`config.mk`:
```
export PLATFORM = sky130hd
export DESIGN_NAME = logic_unit_pipe
export DESIGN_NICKNAME = d
export VERILOG_FILES = /design/src/rtl/logic_ops_pkg.sv /design/src/rtl/logic_unit_core.sv /design/src/rtl/logic_unit_pipe.sv
export SDC_FILE = /design/constraint.sdc
export NUM_CORES = 1
export LEC_CHECK = 0
export CAP_MARGIN = 20
export CORE_ASPECT_RATIO = 1.4
export CORE_MARGIN = 3
export CORE_UTILIZATION = 40
export DETAILED_ROUTE_END_ITERATION = 7
export GPL_TIMING_DRIVEN = 0
export PLACE_DENSITY_LB_ADDON = 0.25
export SYNTH_ARGS = -nofsm -noshare
export SYNTH_HDL_FRONTEND = slang
export SYNTH_HIERARCHICAL = 1
export SYNTH_SLANG_ARGS = --single-unit
```
`constraint.sdc`:
```
create_clock -name clk -period 2.8 [get_ports clk]
set_clock_uncertainty 0.15 [all_clocks]
set_input_delay 0.7 -clock clk [delete_from_list [all_inputs] [get_ports clk]]
set_output_delay 0.7 -clock clk [all_outputs]
set_load 0.01 [all_outputs]
```
`src/rtl/logic_ops_pkg.sv`:
```
// logic_ops_pkg
//   Shared definitions for the logic-op slice of the LittleComputer.
//   Holds the op-field width and the op-code encoding used by the
//   combinational core and the pipelined wrapper.
package logic_ops_pkg;

  localparam int OP_W = 3;

  typedef enum logic [OP_W-1:0] {
    OP_AND  = 3'd0,
    OP_OR   = 3'd1,
    OP_XOR  = 3'd2,
    OP_NAND = 3'd3,
    OP_NOR  = 3'd4,
    OP_XNOR = 3'd5,
    OP_NOT  = 3'd6,
    OP_PASS = 3'd7
  } op_e;

endpackage

```
`src/rtl/logic_unit_core.sv`:
```
// logic_unit_core
//   Purely combinational multi-channel bitwise logic unit.
//   Ports:
//     op     - operation select (logic_ops_pkg::op_e encoding)
//     data   - CHANNELS packed operands, channel i at [i*WIDTH +: WIDTH]
//     result - selected bitwise result
//     zero   - result is all zeros
//     ones   - result is all ones
module logic_unit_core
  import logic_ops_pkg::*;
#(
  parameter int WIDTH    = 16,
  parameter int CHANNELS = 2
) (
  input  logic [OP_W-1:0]           op,
  input  logic [CHANNELS*WIDTH-1:0] data,
  output logic [WIDTH-1:0]          result,
  output logic                      zero,
  output logic                      ones
);

  logic [WIDTH-1:0] and_r;
  logic [WIDTH-1:0] or_r;
  logic [WIDTH-1:0] xor_r;
  logic [WIDTH-1:0] chan0;

  assign chan0 = data[WIDTH-1:0];

  // Reductions run across every channel; XOR therefore gives odd parity
  // per bit position.
  always_comb begin
    and_r = chan0;
    or_r  = chan0;
    xor_r = chan0;
    for (int i = 1; i < CHANNELS; i++) begin
      and_r = and_r & data[i*WIDTH +: WIDTH];
      or_r  = or_r  | data[i*WIDTH +: WIDTH];
      xor_r = xor_r ^ data[i*WIDTH +: WIDTH];
    end
  end

  always_comb begin
    result = and_r;
    case (op_e'(op))
      OP_AND:  result = and_r;
      OP_OR:   result = or_r;
      OP_XOR:  result = xor_r;
      OP_NAND: result = ~and_r;
      OP_NOR:  result = ~or_r;
      OP_XNOR: result = ~xor_r;
      OP_NOT:  result = ~chan0;
      OP_PASS: result = chan0;
      default: result = and_r;
    endcase
  end

  assign zero = ~|result;
  assign ones = &result;

endmodule

```
`src/rtl/logic_unit_pipe.sv`:
```
// logic_unit_pipe
//   Logic-op slice with a 2-entry registered output buffer and
//   valid/ready handshakes on both sides.
//   Ports:
//     clk       - rising-edge clock
//     reset_n   - asynchronous active-low reset
//     in_valid  - operands and op present
//     in_ready  - buffer has room (registered count only)
//     in_op     - operation select
//     in_data   - CHANNELS packed WIDTH-bit operands
//     out_valid - head entry valid
//     out_ready - consumer takes head entry
//     out_data  - head result
//     out_zero  - head result was all zeros
//     out_ones  - head result was all ones
module logic_unit_pipe
  import logic_ops_pkg::*;
#(
  parameter int WIDTH    = 16,
  parameter int CHANNELS = 2
) (
  input  logic                      clk,
  input  logic                      reset_n,
  input  logic                      in_valid,
  output logic                      in_ready,
  input  logic [OP_W-1:0]           in_op,
  input  logic [CHANNELS*WIDTH-1:0] in_data,
  output logic                      out_valid,
  input  logic                      out_ready,
  output logic [WIDTH-1:0]          out_data,
  output logic                      out_zero,
  output logic                      out_ones
);

  if (WIDTH < 1 || CHANNELS < 2) begin : g_param_check
    $error("logic_unit_pipe: WIDTH must be >= 1 and CHANNELS >= 2");
  end

  // Entry layout: {zero, ones, result}
  localparam int EW = WIDTH + 2;

  logic [WIDTH-1:0] core_result;
  logic             core_zero;
  logic             core_ones;
  logic [EW-1:0]    new_entry;
  logic [EW-1:0]    head;
  logic [EW-1:0]    tail;
  logic [1:0]       count;
  logic             push;
  logic             pop;

  logic_unit_core #(
    .WIDTH    (WIDTH),
    .CHANNELS (CHANNELS)
  ) u_core (
    .op     (in_op),
    .data   (in_data),
    .result (core_result),
    .zero   (core_zero),
    .ones   (core_ones)
  );

  assign new_entry = {core_zero, core_ones, core_result};

  assign in_ready  = (count < 2'd2);
  assign out_valid = (count != 2'd0);
  assign push      = in_valid & in_ready;
  assign pop       = out_valid & out_ready;

  assign out_data  = head[WIDTH-1:0];
  assign out_ones  = head[WIDTH];
  assign out_zero  = head[WIDTH+1];

  // Head is always the oldest entry; a pop shifts tail forward. A push
  // together with a pop can only happen at count=1, so the new entry
  // lands directly in head.
  always_ff @(posedge clk or negedge reset_n) begin
    if (!reset_n) begin
      count <= 2'd0;
      head  <= '0;
      tail  <= '0;
    end else begin
      case ({push, pop})
        2'b10: begin
          if (count == 2'd0) head <= new_entry;
          else               tail <= new_entry;
          count <= count + 2'd1;
        end
        2'b01: begin
          head  <= tail;
          count <= count - 2'd1;
        end
        2'b11: begin
          head <= new_entry;
        end
        default: begin
        end
      endcase
    end
  end

endmodule

```
==> impl_results.md, run 1 <==
* Outcome: completed
* Peak supply drop at 0.000587 V
* Worst hold-check path type: register to register
* Final Max Tran Viols at 0
* Post-synth net total at 436
* DRT Pass-1 Iters at 4
* YS warnings at 6
* Syn Std Cell Area at 3570 um2
* Fin crit period at 2790 ps
* Critical path buffer and inverter count at 2
* Asr flop ratio synth at 1.00
* Clock root cell: clkbuf_16
* Final Hold Fails at 0
* Clk slew on worst S/H paths at 50 ps
* Initial core utilization at 0.413
* Layout cells sized above 1 at 0.435
* PwrDens at around 630 nW/um2
* Cells after Synth at 363
* Post-synth EDFFs at 0
* Critical Path AT at around 2900 ps
* Pwr Total at 3110 uW
* CP max stage cell: or4_4
* Leakage power at 0.00233 uW
* Hold_buf cts at 0
* Diode count at 0
* Synth area leaders: dfrtp_1, mux2_2, ha_1
* Most used DFF post-synth: dfrtp_1
* Max Cap Viol at 0
* Crit share post-route at 0.996
* Pre-CTS WS at -871 ps
* Slowest stage delay, CP at around 540 ps
* CTS tree: done
* R2R depth at 9
* Vias per std cell at 5.27
* Routed wire length at 9180 um
* Die ar. at between 10,000 and 15,000 um2
* Placer congestion estimate at 0.798
* Initial antenna violation count at 0
* Global-route wire length before repair at 14,900 um
* WHS Path Cells at 1
* Sw power at 991 uW
* RSZ-0062 raised after global routing: true
* CP startpoint kind: primary input
* Tot GR Track Use at 0.176
* Hpwl dp at around 6400 um
* Clk buf depth at 2
* Average routed wire per standard cell at 16.2 um
* Crit path top cell by count: mux2_4
* Clk sinks at 38
* Slew margin rel. at 0.428
* Total CTS buffers at 5
* Max Fanout on Critical Path at 3
* Design Area, Final at just under 5000 um2
* Sequential share of power at 0.303
* Power share of the clock group at 0.172
* Die W at 85.9 um
* Worst hold margin at 353 ps
* Post-DRT Antenna Nets at 0
* Register area share after synthesis at 0.266
* Std cell rows at 40
* Synth area leader: dfrtp_1
* Achievable clock frequency at around 360 MHz
* Post-route setup slack at 12.4 ps
* Clk_lat worst skew at 270 ps
* Critical Path Stages at 10
* Final setup vio count at 0
* Detailed Route Iter0 Violations at 96
* Worst Setup End Kind: register
* Yosys reg bits at 38
* DRC at 0
* Top Ports at between 50 and 60
* Number of global-route vias before repair at between 3,000 and 4,000
* Comb pwr share at 0.525
* Data required time of the critical path at 2860 ps
* Gr ovfl total at 0
* Core area at 8660 um2
* Top cell type's share of synthesized area at 0.266
* Internal power at about 2100 uW
* Post-DP Area at 4290 um2
* Max H-tree Level at 2
* Switching share of total power at 0.319
* Yosys cell types at 46
* Port-buffer cells at 57
* Cell family with most CP delay: simple AND/OR/NAND/NOR gates
* Largest net degree at the start of global routing at 39
* Worst-margin pin slew at ~860 ps
* Worst Path Class, Setup: primary input to register
* Area overhead of the layout relative to synthesis at 39.0%
* Nets@finish at 534
* Die height at 118 um
* Via Count at roughly 3,000
* Syn avg cell area at 9.84 um2
* Crit path cell chain: buf_6, or2_4, buf_8, o32ai_4, a221oi_2, or4_4, nor4b_2, and3_1, mux2_4, mux2_4
==> timing repair <==
action	4_1_cts	5_1_grt
setup buffers	27	7
hold endpoints to repair	0	0
resized for setup	91	70
pin swaps	30	36
setup endpoints to repair	10	3
==> flip-flops by register name, summed over array words and instances, names as in the netlist <==
register  flops
head         18
tail         18
count         2
==> cell type report <==
class | instances | area [um2]
inverters | 56 | 213
repair buffers | 91 | 771
plain buffers | 21 | 221
multi-input cells | 248 | 2540
fillers | 779 | 3690
well taps | 105 | 131
flip-flops and latches | 38 | 951
clock buffers | 6 | 139
==> layout by cell type (no fill, tap or decap), drive strengths merged, types with 2 or more instances in the layout <==
master	Yosys	layout
nor2	16	16
clkdlybuf4s15	0	7
nor4	3	3
o22ai	6	6
nand2b	5	5
clkdlybuf4s50	0	22
a211oi	2	2
or2	5	5
o32a	8	8
buf	20	60
nand4	4	4
dlymetal6s2s	0	3
o21ai	9	9
mux2i	22	22
a22o	4	4
a221oi	9	9
clkbuf	1	16
nand2	14	14
ha	34	34
nor2b	14	14
dfrtp	38	38
a21oi	11	11
mux2	54	54
o32ai	6	6
dlygate4sd2	0	10
xnor2	14	14
inv	56	56
==> power groups by stage <==
stage,combinational (uW),clock (uW),sequential [uW]
floorplan,939,0,976
global placement,1470,0,937
detailed placement,1490,0,948
CTS,1590,545,943
global route,1760,567,971
finish,1630,534,941
==> path summary, 6_finish.rpt <==
| kind | startpoint | endpoint | slack [ps] |
|---|---|---|---|
| setup reg to reg | count[0] | head[13] | 470 |
| min in group asynchronous | reset_n | count[0] | 390 |
| max in group asynchronous | reset_n | head[6] | 1570 |
| setup / recovery | in_op[2] | head[17] | 10 |
| hold reg to reg | tail[15] | tail[15] | 350 |
| hold / removal | tail[15] | tail[15] | 350 |
==> per-layer routing <==
metal  share of wire  global-route usage  vias up
li1                -                   -     1452
met1            0.41               0.209     1456
met2            0.55               0.321       61
met3           0.031              0.0238       10
met4          0.0096              0.0525        0
met5               0                   0        -
==> logic make-up after synthesis <==
family	synth area share
multiplexers	0.242
AND/OR/NAND/NOR	0.102
XOR/XNOR	0.0343
adder cells (fa/ha/maj)	0.119
AO/OA/AOI/OAI	0.130
flip-flops	0.266
buffers and inverters	0.106
==> per-stage QoR <==
step | utilization | setup TNS [ps] | cells
floorplan | - | 0 | 363
global placement | 0.496 | -7960 | 525
detailed placement | 0.495 | -7520 | 525
CTS | 0.552 | -7.35 | 558
global route | 0.574 | -66.8 | 565
finish | 0.574 | 0 | 565
==> cell usage after synthesis (3+ instances only) <==
library cell / number
buf_2: 7
dfrtp_1: 38
buf_6: 5
or2_2: 4
xnor2_1: 14
ha_1: 34
nand2_1: 12
o22ai_1: 6
nor2b_1: 14
mux2i_1: 22
nor4_1: 3
nand4_1: 4
o32ai_1: 5
nor2_1: 15
a22o_1: 4
o32a_1: 8
buf_4: 7
o21ai_0: 8
mux2_2: 44
inv_1: 54
nand2b_1: 5
mux2_4: 10
a221oi_1: 8
a21oi_1: 10
Power figures use the tool's default switching activity.
==> run 2, diff against run 1 <==
Settings changed: CORE_ASPECT_RATIO 1.4 to 0.6.
==> run 2 against run 1 <==
The run now ends with negative setup slack left. Highest routed layer unchanged. Largest cell class unchanged. Die area is 0.21% higher. Fmax is 1.1% lower. Register-to-register slack worse by 50 ps.
==> impl_results.md, run 2 (synthesis gave the netlist of run 1 again) <==
* Most common cell after layout, fill and taps aside: buf_4
* Clock root cell: clkbuf_16
* Final Hold Fails at 0 (unchanged)
* Outcome: complete, but fails checks
* Final Max Tran Viols at 0 (unchanged)
* Post-route setup slack at -18.5 ps (-31.0 ps)
* Failing checks: negative setup slack
* RSZ-0062 raised after global routing: true
* Diode count at 0 (unchanged)
* DRT Pass-1 Iters at 4 (unchanged)
* Nets@finish at 537 (+0.56%)
* Worst hold margin at 352 ps (-0.603 ps)
* Utilization after layout at 0.597 (+0.0229)
* Hpwl dp at 6710 um (+5.0%)
* Area of the multi-input gates at 2590 um2 (+2.1%)
* Gr ovfl total at 0 (unchanged)
* Reg2reg setup slack at 420 ps (-50 ps)
* Filler cells at 728 (-6.5%)
* Leakage power at 0.00239 uW (+2.6%)
* Worst hold-check path type: register to register
* Hold Startpoint: tail[9]
* Pwr Total at 3360 uW (+8.3%)
* Internal power at 2320 uW (+9.6%)
* Worst Path Class, Setup: primary input to register
* Data required time of the critical path at 2870 ps (about the same)
* Max Fanout on Critical Path at 4 (+1)
* Register area at 951 um2 (unchanged)
* Layout cells sized above 1 at 0.449 (+0.0147)
* Critical R2R Capture: head[7]
* Dpl cells at 532 (+1.3%)
* Crit share post-route at 1.01 (+0.0111)
* Port-buffer cells at 57 (unchanged)
* Post-DRT Antenna Nets at 0 (unchanged)
* Power share of the clock group at 0.223 (+0.051)
* Tot GR Track Use at 0.190 (+0.0136)
* Global-route wire length before repair at 15,400 um (+3.3%)
* Clk slew on worst S/H paths at 60 ps (about the same)
* Core area at 8590 um2 (-0.81%)
* CTS tree: done
* Area overhead of the layout relative to synthesis at 43.4%
* Final setup vio count at 1 (+1)
* Placer congestion estimate at 0.868 (+8.8%)
* Die height at 79.2 um (-33%)
* Worst-case hold path end point: tail[9]
* Initial core utilization at 0.416 (+0.00337)
* Clk buf depth at 2 (unchanged)
* Die ar. at 10,100 um2 (+0.21%)
* Detailed Route Iter0 Violations at 236 (+150%)
* Commonest cells after routing, fill and taps aside: buf_4, inv_1, mux2_2
* Via Count at 3,055 (+2.6%)
* Max H-tree Level at 2 (unchanged)
* Number of global-route vias before repair at 3,022 (-7.2%)
* Worst Setup End Kind: register
* Fin crit period at 2820 ps (+31.0 ps)
* Routed wire length at 9950 um (+8.4%)
* Reg2reg start: count[0]
* Slew margin rel. at 0.437 (+0.00944)
* Average routed wire per standard cell at 17.2 um (+6.1%)
* Worst-margin pin slew at 844 ps (-14.2 ps)
* DRC at 0 (unchanged)
* Clk sinks at 38 (unchanged)
* Largest net degree at the start of global routing at 39 (unchanged)
* Achievable clock frequency at 355 MHz (-1.1%)
* Peak supply drop at 0.000352 V (-40%)
* Comb pwr share at 0.497 (-0.028)
* Sequential share of power at 0.280 (-0.023)
* Max Cap Viol at 0 (unchanged)
* Critical Path AT at 2890 ps (+40 ps)
* Std cell rows at 26 (-35%)
* Total CTS buffers at 5 (unchanged)
* Switching share of total power at 0.310 (-0.00855)
* Top Ports at 59 (unchanged)
* Registers with the most flip-flops: head (18), tail (18), count (2)
* Clk_lat worst skew at 280 ps (about the same)
* R2R depth at 9 (unchanged)
* Sw power at 1040 uW (+5.3%)
* Initial antenna violation count at 0 (unchanged)
* WHS Path Cells at 1 (unchanged)
* Vias per std cell at 5.29 (+0.42%)
* Layout Cells excl Fill at 577 (+2.1%)
* CP startpoint kind: primary input
* PwrDens at 657 nW/um2 (+4.9%)
* Die W at 128 um (+49%)
==> run 2: power by group through the flow <==
stage	Sequential, uW	Combinational (uW)	Clock, uW
finish	942	1670	751
global route	978	1800	795
CTS	943	1620	765
detailed placement	950	1510	0
global placement	938	1470	0
floorplan	976	939	0
==> run 2: what timing repair did <==
item                                    CTS  global route
pin swaps                                29            28
gates cloned                              0             0
setup buffers                            26            11
hold buffers                              0             0
resized for setup                        96            74
endpoints found under the setup margin    8             5
==> run 2: critical path: stages <==
cell and delay (ps):
buf_8 90, or2_4 260, buf_12 140, o32ai_4 290, a221oi_4 70, or4_4 570, nor4b_4 260, and3_1 210
mux2_4 160, mux2_4 130
==> run 2: cell type report <==
type / instances / share of cell area
Buffer: 21 / 0.0432
Sequential cell: 38 / 0.186
Inverter: 56 / 0.0415
Timing Repair Buffer: 94 / 0.157
Tap cell: 112 / 0.0273
Clock buffer: 6 / 0.0271
Multi-Input combinational cell: 248 / 0.506
Clock inverter: 2 / 0.0117
==> run 2: worst max-delay path by stage <==
stage | start | to | slack (ps) | cells after the start
final | in_op[2] | head[17] | -20 | 10
after global routing | in_op[2] | head[17] | -100 | 10
after CTS | in_data[7] | head[17] | 1 | 10
after detailed placement | in_op[1] | head[17] | -840 | 11
after global placement | in_op[1] | head[17] | -750 | 11
after floorplan | in_op[0] | head[17] | 2 | 11
==> run 2: per-stage QoR <==
step / TNS [ps] / area [um2] / setup WS [ps]
2_1_floorplan: 0 / 3590 / 1.65
4_1_cts: 0 / 4950 / 1.39
3_3_place_gp: -6210 / 4300 / -748
3_5_place_dp: -6440 / 4300 / -837
5_1_grt: -188 / 5120 / -104
6_report: -18.5 / 5120 / -18.5
==> run 2: layer usage <==
| layer | share of wire | wire length [um] | GRT usage | vias up |
|---|---|---|---|---|
| li1 | - | - | - | 1462 |
| met1 | 0.47 | 4680 | 0.276 | 1492 |
| met2 | 0.46 | 4580 | 0.303 | 95 |
| met3 | 0.063 | 630 | 0.0376 | 6 |
| met4 | 0.0059 | 59 | 0.0180 | 0 |
| met5 | 0 | 0 | 0 | - |
==> run 3, diff against run 2 <==
Settings changed: PLACE_DENSITY from default to 0.69, PLACE_DENSITY_LB_ADDON 0.25 to default.
==> run 3 against run 2 <==
The run now ends clean. Sequential cell count unchanged. Sequential share of layout area grew 0.23 points. Fmax is 1.4% higher. Die area unchanged. Combinational power is essentially flat. Power fell by 0.56%. Via count is 0.65% lower. Final cell count shrank 1.0%. Worst setup slack better by 39 ps. Routed wire length is 3.5% lower. Critical endpoint unchanged. Largest cell class unchanged.
==> impl_results.md, run 3 (synthesis gave the netlist of run 1 again) <==
* Worst hold-check path type: primary input to asynchronous set/reset pin
* Total CTS buffers at 5 (unchanged)
* Critical path origin: in_op[0]
* Via Count at 3,035 (-0.65%)
* Worst Setup End Kind: register
* PwrDens at 661 nW/um2 (+0.67%)
* Post-route setup slack at 20.4 ps (+39.0 ps)
* R2R depth at 9 (unchanged)
* Critical R2R Capture: head[7]
* Max Fanout on Critical Path at 10 (+6)
* Max H-tree Level at 2 (unchanged)
* Global-route wire length before repair at 15,700 um (+2.4%)
* Number of global-route vias before repair at 3,173 (+5.0%)
* Leakage power at 0.00234 uW (-1.8%)
* Area of the multi-input gates at 2620 um2 (+0.82%)
* Worst hold margin at 355 ps (+3.01 ps)
* CP max stage cell: nor2_1
* Final setup vio count at 0 (-1)
* Reg2reg setup slack at 400 ps (-20 ps)
* Hold_buf cts at 0 (unchanged)
* Crit path cell chain: buf_4, buf_8, nor2_1, a22o_1, o32a_1, o32a_1, nor4_4, and3_4, mux2_4, mux2_2
* Die ar. at 10,100 um2 (unchanged)
* DRT Pass-1 Iters at 4 (unchanged)
* Hpwl dp at 6820 um (+1.6%)
* Largest net degree at the start of global routing at 39 (unchanged)
* Register area at 951 um2 (unchanged)
* CP startpoint kind: primary input
* Filler cells at 713 (-2.1%)
* DRC at 0 (unchanged)
* Fin crit period at 2780 ps (-39.0 ps)
* Post-DRT Antenna Nets at 0 (unchanged)
* Registers with the most flip-flops: head (18), tail (18), count (2)
* Vias per std cell at 5.32 (+0.39%)
* Clk_lat worst skew at 280 ps (about the same)
* Placer congestion estimate at 0.858 (-1.3%)
* Final Hold Fails at 0 (unchanged)
* Max Cap Viol at 0 (unchanged)
* Die W at 128 um (unchanged)
* Layout cells sized above 1 at 0.434 (-0.0159)
* Routed wire length at 9600 um (-3.5%)
* Clk sinks at 38 (unchanged)
* Clk slew on worst S/H paths at 60 ps (about the same)
* Initial core utilization at 0.416 (unchanged)
* Pre-CTS WS at -779 ps (+57.9 ps)
* Average routed wire per standard cell at 16.8 um (-2.5%)
* Top Ports at 59 (unchanged)
* Nets@finish at 531 (-1.1%)
* Clk buf depth at 2 (unchanged)
* Worst Path Class, Setup: primary input to register
* Slowest stage delay, CP at 280 ps (-290 ps)
* Outcome: completed
* Pwr Total at 3350 uW (-0.56%)
* Achievable clock frequency at 360 MHz (+1.4%)
* Tot GR Track Use at 0.192 (+0.00206)
* Reg2reg start: count[0]
* RSZ-0062 raised after global routing: true
* Port-buffer cells at 57 (unchanged)
* CTS tree: done
* Detailed Route Iter0 Violations at 212 (-10%)
* Slew margin rel. at 0.455 (+0.0177)
* Clock root cell: clkbuf_16
* Initial antenna violation count at 0 (unchanged)
* Final Max Tran Viols at 0 (unchanged)
* Critical Path AT at 2800 ps (-90 ps)
* Data required time of the critical path at 2820 ps (-50 ps)
* Core area at 8590 um2 (unchanged)
* Std cell rows at 26 (unchanged)
* Crit share post-route at 0.993 (-0.0139)
* Die height at 79.2 um (unchanged)
* Diode count at 0 (unchanged)
* Area overhead of the layout relative to synthesis at 41.7%
* Commonest cells after routing, fill and taps aside: inv_1, mux2_2, dfrtp_1
* Worst-margin pin slew at 817 ps (-26.6 ps)
* Gr ovfl total at 0 (unchanged)
* Crit path top cell by count: o32a_1
* End point of the critical path: head[17]
* Peak supply drop at 0.000364 V (+3.3%)
[run 3: final cells by class]
class / count / area share
inverter: 56 / 0.0420
sequential: 38 / 0.188
timing repair buffer: 88 / 0.146
tap: 112 / 0.0277
clock inverter: 3 / 0.0136
multi-input combinational: 248 / 0.517
clock buffer: 5 / 0.0247
buffer: 21 / 0.0415
[run 3: metrics by stage]
step	setup TNS, ps	std cells	cell area (um2)	util
after global routing	-148	571	5060	0.589
after CTS	-8.60	564	4920	0.573
after global placement	-5210	532	4300	0.501
after detailed placement	-5710	532	4300	0.500
after floorplan	0	363	3590	-
final	0	571	5060	0.589
[run 3: where the power goes]
| group | switching [uW] | internal (uW) |
|---|---|---|
| clock network | 222 | 512 |
| logic | 695 | 967 |
| registers | 145 | 805 |
| total | 1060 | 2280 |
[run 3: worst min-delay path by stage]
stage,start,to,depth (start not counted),slack [ps]
5_1_grt,tail[4],tail[4],1,380
4_1_cts,tail[16],tail[16],1,350
3_5_place_dp,tail[4],tail[4],1,340
6_report,reset_n,head[12],1,360
2_1_floorplan,reset_n,count[0],0,250
3_3_place_gp,tail[12],tail[12],1,330
[run 3: repair_timing]
action,4_1_cts,5_1_grt
resized for setup,91,64
setup buffers,24,7
endpoints found under the setup margin,7,5
pin swaps,27,28
[run 3: critical path, delay by kind of cell]
kind            cells  cell delay [ps]
compound gates      3              720
buf+inv             2              310
mux                 2              520
simple gates        3              550
[run 3: metal layers]
metal	track usage	vias up	wire (um)
li1	-	1455	-
met1	0.272	1461	4530
met2	0.309	107	4330
met3	0.0343	12	628
met4	0.0371	0	116
met5	0	-	0
